===== config.mk =====
export PLATFORM = sky130hd
export DESIGN_NAME = snax_acc_share_arbiter
export DESIGN_NICKNAME = d
export VERILOG_FILES = /design/src/rtl/snax_acc_share_arbiter_pkg.sv /design/src/rtl/snax_acc_idx_fifo.sv /design/src/rtl/snax_acc_share_arbiter.sv
export SDC_FILE = /design/constraint.sdc
export NUM_CORES = 1
export LEC_CHECK = 0
export CORE_AREA = 2 2 173 175
export CTS_CLUSTER_SIZE = 20
export DETAILED_ROUTE_END_ITERATION = 6
export DIE_AREA = 0 0 175 177
export PLACE_DENSITY = 0.59
export SKIP_CTS_REPAIR_TIMING = 1
export SLEW_MARGIN = 20
export SYNTH_ARGS = -nofsm -noshare
export SYNTH_HDL_FRONTEND = slang
export SYNTH_HIERARCHICAL = 1
export SYNTH_SLANG_ARGS = --single-unit

===== constraint.sdc =====
create_clock -name clk_i -period 2.97 [get_ports clk_i]
set_input_delay 0.594 -clock clk_i [delete_from_list [all_inputs] [get_ports clk_i]]
set_output_delay 0.594 -clock clk_i [all_outputs]
set_load 0.01 [all_outputs]

===== src/rtl/snax_acc_share_arbiter_pkg.sv =====
// Shared helpers for the accelerator-sharing arbiter. No new types live here;
// accelerator address and hart typedefs stay in snax_snitch_pkg.
package snax_acc_share_arbiter_pkg;

    // Index width for a set of n items. The result is never less than one bit,
    // so a degenerate count still gets a legal vector.
    function automatic int idx_width(input int n);
        return (n > 1) ? $clog2(n) : 1;
    endfunction

endpackage


===== src/rtl/snax_acc_idx_fifo.sv =====
// In-order queue of granted core indices. Responses are matched against its head.
module snax_acc_idx_fifo
    import snax_acc_share_arbiter_pkg::*;
#(
    parameter int Depth = 4,
    parameter int Width = 2
) (
    input  logic             clk,
    input  logic             rst,
    input  logic             push,
    input  logic [Width-1:0] push_data,
    input  logic             pop,
    output logic [Width-1:0] head,
    output logic             empty,
    output logic             full
);

    localparam int PtrW = idx_width(Depth);

    logic [Width-1:0] mem [Depth];
    logic [PtrW-1:0]  wr_ptr;
    logic [PtrW-1:0]  rd_ptr;
    logic [PtrW:0]    count;

    // Depth is a power of two, so both pointers wrap on their natural overflow.
    always_ff @(posedge clk) begin
        if (rst) begin
            wr_ptr <= '0;
            rd_ptr <= '0;
            count  <= '0;
        end else begin
            if (push) wr_ptr <= wr_ptr + PtrW'(1);
            if (pop)  rd_ptr <= rd_ptr + PtrW'(1);
            case ({push, pop})
                2'b10:   count <= count + (PtrW+1)'(1);
                2'b01:   count <= count - (PtrW+1)'(1);
                default: count <= count;
            endcase
        end
    end

    always_ff @(posedge clk) begin
        if (push) mem[wr_ptr] <= push_data;
    end

    assign head  = mem[rd_ptr];
    assign empty = (count == '0);
    assign full  = (count == (PtrW+1)'(Depth));

endmodule


===== src/rtl/snax_acc_share_arbiter.sv =====
// Round-robin arbiter that shares one in-order accelerator port among several cores.
// Responses are steered back to cores through a queue of granted core indices.
module snax_acc_share_arbiter
    import snax_acc_share_arbiter_pkg::*;
#(
    parameter int NrCores        = 4,
    parameter int ReqWidth       = 69,
    parameter int RspWidth       = 37,
    parameter int MaxOutstanding = 4
) (
    input  logic                        clk_i,
    input  logic                        rst_i,
    input  logic [NrCores-1:0]          core_q_valid_i,
    output logic [NrCores-1:0]          core_q_ready_o,
    input  logic [NrCores*ReqWidth-1:0] core_q_data_i,
    output logic [NrCores-1:0]          core_p_valid_o,
    input  logic [NrCores-1:0]          core_p_ready_i,
    output logic [RspWidth-1:0]         core_p_data_o,
    output logic                        acc_q_valid_o,
    input  logic                        acc_q_ready_i,
    output logic [ReqWidth-1:0]         acc_q_data_o,
    input  logic                        acc_p_valid_i,
    output logic                        acc_p_ready_o,
    input  logic [RspWidth-1:0]         acc_p_data_i,
    output logic                        err_o
);

    localparam int IdxW = idx_width(NrCores);

    logic [IdxW-1:0]     rr_ptr;
    logic [IdxW-1:0]     grant_idx;
    logic                grant_found;
    logic                grant_en;
    logic [ReqWidth-1:0] grant_data;
    logic                out_valid;
    logic [ReqWidth-1:0] out_data;
    logic                out_free;
    logic [IdxW-1:0]     head;
    logic                fifo_empty;
    logic                fifo_full;
    logic                rsp_pop;
    logic                err;

    // First valid core at or after rr_ptr, wrapping past the last core.
    always_comb begin
        logic [IdxW-1:0] cand;
        cand        = '0;
        grant_found = 1'b0;
        grant_idx   = '0;
        for (int k = 0; k < NrCores; k++) begin
            cand = IdxW'((int'(rr_ptr) + k) % NrCores);
            if (!grant_found && core_q_valid_i[cand]) begin
                grant_found = 1'b1;
                grant_idx   = cand;
            end
        end
    end

    // The full check deliberately ignores a same-cycle response pop.
    assign out_free = !out_valid || acc_q_ready_i;
    assign grant_en = grant_found && out_free && !fifo_full && !rst_i;

    always_comb begin
        core_q_ready_o = '0;
        grant_data     = '0;
        for (int i = 0; i < NrCores; i++) begin
            if (grant_idx == IdxW'(i)) begin
                core_q_ready_o[i] = grant_en;
                grant_data        = core_q_data_i[i*ReqWidth +: ReqWidth];
            end
        end
    end

    always_ff @(posedge clk_i) begin
        if (rst_i) begin
            rr_ptr    <= '0;
            out_valid <= 1'b0;
            out_data  <= '0;
        end else begin
            if (grant_en) begin
                rr_ptr    <= (grant_idx == IdxW'(NrCores - 1)) ? '0 : grant_idx + IdxW'(1);
                out_valid <= 1'b1;
                out_data  <= grant_data;
            end else if (acc_q_ready_i) begin
                out_valid <= 1'b0;
            end
        end
    end

    assign acc_q_valid_o = out_valid;
    assign acc_q_data_o  = out_data;

    snax_acc_idx_fifo #(
        .Depth (MaxOutstanding),
        .Width (IdxW)
    ) i_idx_fifo (
        .clk       (clk_i),
        .rst       (rst_i),
        .push      (grant_en),
        .push_data (grant_idx),
        .pop       (rsp_pop),
        .head      (head),
        .empty     (fifo_empty),
        .full      (fifo_full)
    );

    // With nothing outstanding the accelerator port sinks responses so it never stalls.
    assign acc_p_ready_o = rst_i || fifo_empty || core_p_ready_i[head];
    assign rsp_pop       = acc_p_valid_i && acc_p_ready_o && !fifo_empty && !rst_i;
    assign core_p_data_o = acc_p_data_i;

    always_comb begin
        core_p_valid_o = '0;
        if (!fifo_empty && !rst_i) core_p_valid_o[head] = acc_p_valid_i;
    end

    always_ff @(posedge clk_i) begin
        if (rst_i) begin
            err <= 1'b0;
        end else if (acc_p_valid_i && fifo_empty) begin
            err <= 1'b1;
        end
    end

    assign err_o = err;

endmodule


**Word level (Yosys, flattened, before mapping)**

Memories as Yosys holds them, arrays and structs flattened. A register that Yosys moved wholly into a read port is not among the register bits.
Index checks and enable logic that the tools add are counted.

- Multiplexer cells: 37
- Add/sub/neg operators: 8
- Shift operators: 0
- Divide/modulo/power cells: 0
- Magnitude comparators: 6
- Reduce and logical (&&, ||, !) cells: 26
- Bitwise gates (word level): 1
- Equality and inequality tests: 6
- Multipliers: 0

Operator list:

| cell | number |
|---|---|
| 69-bit two-way mux | 4 |
| 1-bit two-way mux | 18 |
| 2-bit by 3-bit less-than comparator with 1-bit output, second input constant | 5 |
| 2-bit two-way mux | 7 |
| 1-bit logical AND | 12 |
| 1-bit binary-select mux with 2-bit select | 5 |
| 2-bit by 1-bit adder with 2-bit output, second input constant | 4 |
| 1-bit zero test | 7 |
| 2-bit equality test, second input constant | 3 |
| 3-bit case mux with 2 select lines | 1 |
| 2-bit adder, second input constant | 2 |
| 4-bit AND | 1 |
| 2-bit by 1-bit equality test with 1-bit output, second input constant | 2 |
| 4-bit two-way mux | 1 |
| 2-bit nonzero test | 2 |
| 3-bit by 1-bit adder with 3-bit output, second input constant | 1 |
| 3-bit equality test, second input constant | 1 |
| 3-bit zero test | 1 |
| 1-bit logical OR | 3 |
| 3-bit by 1-bit subtractor with 3-bit output, second input constant | 1 |
| 1-bit demux with 2-bit select | 1 |
| 2-bit by 1-bit greater-or-equal comparator with 1-bit output, second input constant | 1 |
| 2-bit zero test | 1 |

- Memories kept: 1
- Logic and storage cells: 92
- Memory bits (writable): 8
- Bits in read-only memories: 0
- Register bits after elaboration: 80
- Latch bits: 0
- Input bits: 325

Memories:

| memory | depth | bits a word | read ports | clocked after Yosys merged registers in | write ports | line | RTL |
|---|---|---|---|---|---|---|---|
| i_idx_fifo.mem | 4 | 2 | 1 | 1 | 1 | snax_acc_idx_fifo.sv:20 | `logic [Width-1:0] mem [Depth];` |

**Logic depth before layout (Yosys ltp)**

Gate-level depths: netlist of the first run.

- Depth in word-level cells: 17
- Mapped depth: 14
- Mapped depth without buffers: 11

**Cells and area by module**

The synthesis of the first run kept the hierarchy.

Modules (own cells, without submodules):

| module | cells an instance | instances | sequential area each (sq um) | area an instance (sq um) |
|---|---|---|---|---|
| snax_acc_share_arbiter | 643 | 1 | 1461.4 | 5158.7 |
| snax_acc_idx_fifo | 57 | 1 | 420.4 | 719.4 |

**Worst setup path before layout of the first run**

OpenSTA, ideal clock, no wires.

- Kind: input to output
- From: input core_q_valid_i[2]
- To: output core_q_ready_o[3]
- Cell stages on the path: 7
- Arrival time: 2.602 ns
- Setup slack: -0.226 ns
- Path through: mux2i_1 nor2_1 nor4_1 ha_1 clkbuf_1 clkbuf_1 and2_1

- Elaborated cells between the ends (all ways): 27
- Classes of those cells: eq/ne: 1; mux: 17; reduce/logical: 9

RTL lines:

| item | line | RTL |
|---|---|---|
| from (decl) | snax_acc_share_arbiter.sv:13 | `input logic [NrCores-1:0] core_q_valid_i,` |
| 1-bit binary-select mux with 2-bit select | snax_acc_share_arbiter.sv:52 | `if (!grant_found && core_q_valid_i[cand]) begin` |
| 1-bit two-way mux (not written as such) | snax_acc_share_arbiter.sv:52 |  |
| 1-bit two-way mux | snax_acc_share_arbiter.sv:52 |  |
| 1-bit zero test | snax_acc_share_arbiter.sv:52 |  |
| 1-bit logical AND | snax_acc_share_arbiter.sv:52 |  |
| 1-bit two-way mux | snax_acc_share_arbiter.sv:52 |  |
| 1-bit zero test | snax_acc_share_arbiter.sv:52 |  |
| 1-bit logical AND | snax_acc_share_arbiter.sv:52 |  |
| 1-bit two-way mux | snax_acc_share_arbiter.sv:52 |  |
| 1-bit zero test | snax_acc_share_arbiter.sv:52 |  |
| 1-bit logical AND | snax_acc_share_arbiter.sv:52 |  |
| 2-bit two-way mux * | snax_acc_share_arbiter.sv:52 |  |
| named net grant_idx[0] | snax_acc_share_arbiter.sv:31 | `logic [IdxW-1:0] grant_idx;` |
| 2-bit equality test * | snax_acc_share_arbiter.sv:67 | `if (grant_idx == IdxW'(i)) begin` |
| 1-bit two-way mux * | snax_acc_share_arbiter.sv:67 |  |
| to (decl) | snax_acc_share_arbiter.sv:14 | `output logic [NrCores-1:0] core_q_ready_o,` |

Mark *: on every way through the listed nets, which the timed path passes. The rest lies on a longest branch. The select of a mux whose other input is x is not followed.

==> out/metrics.yaml, run 1 <==
pwr-share-comb_pct: 44.5
arrival_ns: 3.08
worstMarginPinSlew_ns: 0.680
crit_slowest_cell: "mux4_2"
placed_area_um2: 9940
die_height_um: 177
die_x_um: 175
synthCells: 700
synth-simple-area-share_pct: 16.1
ys.flop_type: "dfxtp_1"
dp_hpwl_mm: 18.8
grt_pass1_vias: 6399
drt_pass1_iterations: 4
hold_path.class: "reg -> reg"
slew_headroom_pct: 54.7
switching_share_pct: 34.5
whs_ns: 0.490
critical-path-top-delay-family: "multiplexers"
register_area_um2: 1880
grt_pass1_wl_mm: 35.9
antenna_cells: 0
grt_start_max_net_pins: 73
grt-ovfl-total: 0
synth_top_area_share_pct: 27.9
seq_area_frac_synth_pct: 32.0
multi_input_area_um2: 3130
grt_setup_unrepaired: "no"
rows: 63
antenna_left: 0
clock-sinks: 90
synth.largest_area_cell: "dfxtp_1"
synth.most_common_cell: "nor2_1"
cap_violations: 0
nets: 1358
numCtsBuffers: 9
async_flop_share_pct: 0
routed_via_density: 4.60
fp.coreArea_um2: 29200
finalClockSkew_ns: 0.0129
p_leak_nw: 4.06
synth-compound-area-share_pct: 31.7
placed_cells: 1401
path_common_cell: "mux4_2"
path_max_fanout: 4
synth_top_family_by_area: "compound AO/OA/AOI/OAI gates"
gp_congestion: 0.817
die-area_um2: 31000
grt_antenna_before_repair: 0
r2r_slack_ns: 0.17
synthTopCellsByArea: "dfxtp_1 (28%), a221o_1 (12%), a221oi_1 (6.9%)"
synth_edf_count: 8
ioPinCount: 442
wl_per_cell_um: 17.4
synth_adder_area_share_pct: 2.26
synth_area_um2: 5880
synth_fp_nets: 1035
cts_tree: "built"
clock_path_buffers: 2
vias: 6520
ir_worst_vdd_mv: 0.235
drt_first_iter_violations: 342
instances_no_fill: 1418
synthXorXnorAreaFrac_pct: 0.745
syn_to_final_growth_pct: 74.9
design_area_um2: 10300
switchingPower_mw: 1.64
slew_violations: 0
yosysWarningCount: 6
critPathKind: "reg -> reg"
seqPwrFrac_pct: 30.6
clkTransAtPathRegs_ns: 0.08
hold_viol: 0
cts_max_level: 3
min_period_over_period_pct: 94.1
ys_ff_latch: 90
crit_required_ns: 3.26
clk-insertion-delay-late_ns: 0.35
fin_crit_ns: 2.80
setup_viol: 0
p_clk_share_pct: 24.9
avgSynthCellArea_um2: 8.40
port_buffers: 367
status: "finished, final reports clean"
start_kind: "flop"
endpoint_kind: "flop"
drc: 0
max_freq_mhz: 358
cp_cell_sequence: "mux4_2 -> mux4_2 -> and3_4 -> ha_1 -> inv_1 -> fa_1 -> xor2_1 -> or3_1 -> a21oi_1"
report.power.total_mw: 4.74
num-fill-cells: 3010
path_buf_inv: 1
synthTopCellsByCount: "nor2_1 (84), dfxtp_1 (82), inv_1 (79)"
track_usage_pct: 15.0
start_util_pct: 20.1
wirelength_mm: 24.6
powerDensity_nw_per_um2: 461
max_stage_delay_ns: 0.58
synth_mux_area_share_pct: 1.49
p_int_mw: 3.11
cts_root_buffer: "clkbuf_16"
synth.distinct_cells: 36
drive_gt1_share_pct: 12.6
==> logic make-up (layout without fill, tap and decap cells) <==
logic type	Yosys count	count (layout)
buf+inv	188	516
mux	5	5
fa+ha+maj	10	10
simple gates	183	183
xor+xnor	5	5
flops	90	90
compound gates	219	219
==> layout by cell type, fill, tap and decap left out, drive strengths merged <==
cell             n
mux4             3
fa               1
xnor2            2
clkdlybuf4s50  357
inv             83
clkbuf           9
a221o           69
nand2b           4
ha               9
and2             8
a211oi           1
a21oi           76
dfxtp           82
nand3            1
o22a             1
nor2            84
dlymetal6s2s     9
o21ai            2
or3              1
a221oi          69
clkinv           4
nor3            73
nor4             2
and3             2
buf             54
or4              1
o21a             1
nor2b            2
mux2i            2
nand2            5
edfxtp           8
xor2             3
==> path summary, 6_finish.rpt <==
| check | to | cells past startpoint | start |
|---|---|---|---|
| setup reg to reg | i_idx_fifo/count[2]$_SDFFE_PP0P_ | 9 | flop |
| hold reg to reg | acc_q_data_o[13]$_SDFFE_PP0P_ | 2 | acc_q_data_o[13]$_SDFFE_PP0P_ |
| hold / removal | acc_q_data_o[13]$_SDFFE_PP0P_ | 2 | acc_q_data_o[13]$_SDFFE_PP0P_ |
| setup / recovery | i_idx_fifo/count[2]$_SDFFE_PP0P_ | 9 | flop |
==> area by class of cell <==
| cell class | instances | share of cell area [%] |
|---|---|---|
| clock buffer | 9 | 2.19 |
| clock inverter | 7 | 0.669 |
| inverter | 80 | 2.97 |
| multi-input combinational | 422 | 30.5 |
| sequential | 90 | 18.3 |
| tap | 390 | 4.75 |
| timing repair buffer | 420 | 40.6 |
==> worst register-to-register path, stage by stage (launching register included) <==
cell and delay (ns):
dfxtp_2 0.36, mux4_2 0.58, mux4_2 0.38, and3_4 0.22, ha_1 0.17, inv_1 0.06
fa_1 0.38, xor2_1 0.16, or3_1 0.30, a21oi_1 0.14
==> registers in the layout (all words and copies together), names as in the netlist, named ones only <==
signal / count
acc_q_data_o: 69
i_idx_fifo/mem: 8
i_idx_fifo/count: 3
i_idx_fifo/rd_ptr: 2
i_idx_fifo/wr_ptr: 2
rr_ptr: 2
acc_q_valid_o: 1
err_o: 1
==> layer usage <==
layer | vias to the layer above | share of wire (%) | global-route usage [%]
met4 | 0 | 2.8 | 6.08
met5 | - | 0 | 0
met1 | 3007 | 42 | 18.4
met3 | 46 | 7.4 | 3.76
met2 | 292 | 48 | 25.0
li1 | 3175 | - | -
==> per-stage QoR <==
stage	util (%)	setup TNS [ns]	setup slack, ns
floorplan	-	0	0.0786
global placement	34.0	-17.43	-0.359
detailed placement	34.0	-20.55	-0.388
CTS	35.0	-1.67	-0.415
global route	35.2	0	0.0397
finish	35.2	0	0.174
==> power groups by stage <==
| stage | Combinational (mW) | Sequential [mW] | Clock (mW) |
|---|---|---|---|
| after global placement | 2.10 | 1.47 | 0 |
| after floorplan | 1.07 | 1.52 | 0 |
| after detailed placement | 2.12 | 1.48 | 0 |
| final | 2.11 | 1.45 | 1.18 |
| after CTS | 2.12 | 1.45 | 1.25 |
| after global routing | 2.28 | 1.47 | 1.29 |
(Power assumes the default switching activity.)
==> inputs of run 2 (changes only) <==
- MAX_ROUTING_LAYER: not set -> met4
==> out/metrics.yaml, run 2 (synthesized netlist as in run 1, its figures left out) <==
status: "finished, final reports clean"
endpoint_kind: "flop"
arrival_ns: 3.09  # about the same
multi_input_area_um2: 3130  # unchanged
crit_required_ns: 3.27  # about the same
min_period_over_period_pct: 94.2  # about the same
max_stage_delay_ns: 0.58  # about the same
antenna_left: 0  # unchanged
vias: 6568  # +0.74%
path_buf_inv: 1  # unchanged
routed_via_density: 4.63  # +0.74%
grt_pass1_wl_mm: 35.9  # -0.12%
numCtsBuffers: 9  # unchanged
path_common_cell: "mux4_2"
drive_gt1_share_pct: 12.6  # unchanged
num-fill-cells: 3010  # unchanged
rows: 63  # unchanged
worstRegToRegCells: 9  # unchanged
cts_tree: "built"
min_path_cells: 2  # unchanged
slew_violations: 0  # unchanged
die_height_um: 177  # unchanged
port_buffers: 367  # unchanged
finalClockSkew_ns: 0.0121  # -0.000814 ns
setup_viol: 0  # unchanged
cp.depth: 9  # unchanged
grt_pass1_vias: 6405  # +0.094%
die_x_um: 175  # unchanged
path_max_fanout: 4  # unchanged
grt_setup_unrepaired: "no"
critPathKind: "reg -> reg"
slew_headroom_pct: 54.7  # about the same
start_util_pct: 20.1  # unchanged
fp.coreArea_um2: 29200  # unchanged
design_area_um2: 10300  # unchanged
cap_violations: 0  # unchanged
nets: 1358  # unchanged
syn_to_final_growth_pct: 74.9  # unchanged
worstMarginPinSlew_ns: 0.680  # -0.000365 ns
antenna_cells: 0  # unchanged
cts_max_level: 3  # unchanged
drc: 0  # unchanged
wl_per_cell_um: 17.4  # +0.31%
layout_commonest_cell: "clkdlybuf4s50_1"
largest_reg_flops: 69  # unchanged
wirelength_mm: 24.7  # +0.31%
clkTransAtPathRegs_ns: 0.08  # about the same
clock_path_buffers: 2  # unchanged
grt_start_max_net_pins: 73  # unchanged
tns_ns: 0  # unchanged
critical-path-top-delay-family: "multiplexers"
clk-insertion-delay-late_ns: 0.36  # about the same
ir_worst_vdd_mv: 0.235  # +0.15%
gp_congestion: 0.829  # +1.5%
r2r_slack_ns: 0.17  # about the same
fin_crit_ns: 2.80  # +0.00148 ns
clock-sinks: 90  # unchanged
track_usage_pct: 15.4  # +0.44 points
start_kind: "flop"
ioPinCount: 442  # unchanged
hold_path.class: "reg -> reg"
grt_antenna_before_repair: 0  # unchanged
max_freq_mhz: 357  # about the same
register_area_um2: 1880  # unchanged
cp_cell_sequence: "mux4_2 -> mux4_2 -> and3_4 -> ha_1 -> inv_1 -> fa_1 -> xor2_1 -> or3_1 -> a21oi_1"
drt_first_iter_violations: 271  # -21%
placed_area_um2: 9940  # unchanged
p_leak_nw: 4.06  # unchanged
layout_common_cells: "clkdlybuf4s50_1 (357), nor2_1 (84), dfxtp_1 (81)"
drt_pass1_iterations: 5  # +1
cts_root_buffer: "clkbuf_16"
crit_slowest_cell: "mux4_2"
grt-ovfl-total: 0  # unchanged
powerDensity_nw_per_um2: 462  # +0.23%
die-area_um2: 31000  # unchanged
dp_hpwl_mm: 18.8  # unchanged
hold_viol: 0  # unchanged
## run 2: cell counts in the layout (fill, tap and decap cells not counted)
Identical to the previous run, type by type.
## run 2: through the flow
stage | hold WS [ns] | util (%) | power (mW) | cells | setup slack, ns
after global routing | 0.506 | 35.2 | 5.04 | 1418 | 0.0399
after detailed placement | 0.478 | 34.0 | 3.59 | 1401 | -0.388
after floorplan | 0.467 | - | 2.59 | 700 | 0.0786
final | 0.489 | 35.2 | 4.75 | 1418 | 0.172
after global placement | 0.471 | 34.0 | 3.57 | 1401 | -0.359
after CTS | 0.492 | 35.0 | 4.83 | 1417 | -0.415
## run 2: area by class of cell
class	instances	area share, %
Clock buffer	9	2.19
Clock inverter	7	0.669
Inverter	80	2.97
Multi-Input combinational cell	422	30.5
Sequential cell	90	18.3
Tap cell	390	4.75
Timing Repair Buffer	420	40.6
## run 2: report_power, final
group | leakage, nW | switching (mW) | internal (mW)
clock network | 0.146 | 0.594 | 0.595
registers | 0.752 | 0.0801 | 1.37
logic | 3.16 | 0.972 | 1.14
## run 2: per-layer routing
| layer | share of wire, % | vias up | global-route usage, % |
|---|---|---|---|
| li1 | - | 3174 | - |
| met1 | 43 | 3036 | 18.6 |
| met2 | 48 | 298 | 25.0 |
| met3 | 6.5 | 60 | 3.33 |
| met4 | 3.2 | 0 | 6.08 |
| met5 | 0 | - | - |
## run 2: final timing paths
check	endpoint	from
worst min-delay path	acc_q_data_o[9]$_SDFFE_PP0P_	acc_q_data_o[9]$_SDFFE_PP0P_
worst min register to register	acc_q_data_o[9]$_SDFFE_PP0P_	acc_q_data_o[9]$_SDFFE_PP0P_
worst max-delay path	i_idx_fifo/count[2]$_SDFFE_PP0P_	flop
worst max register to register	i_idx_fifo/count[2]$_SDFFE_PP0P_	flop
## run 2: worst reg2reg max path, cell delays in order (launching register included)
cell,delay (ns)
dfxtp_2,0.36
mux4_2,0.58
mux4_2,0.38
and3_4,0.22
ha_1,0.17
inv_1,0.06
fa_1,0.38
xor2_1,0.16
or3_1,0.30
a21oi_1,0.14
==> inputs of run 3 (changes only) <==
- SLEW_MARGIN: 20 -> not set
==> results of run 3 <==
Same layout as run 2: the final DEF is identical, and so are final timing and power.
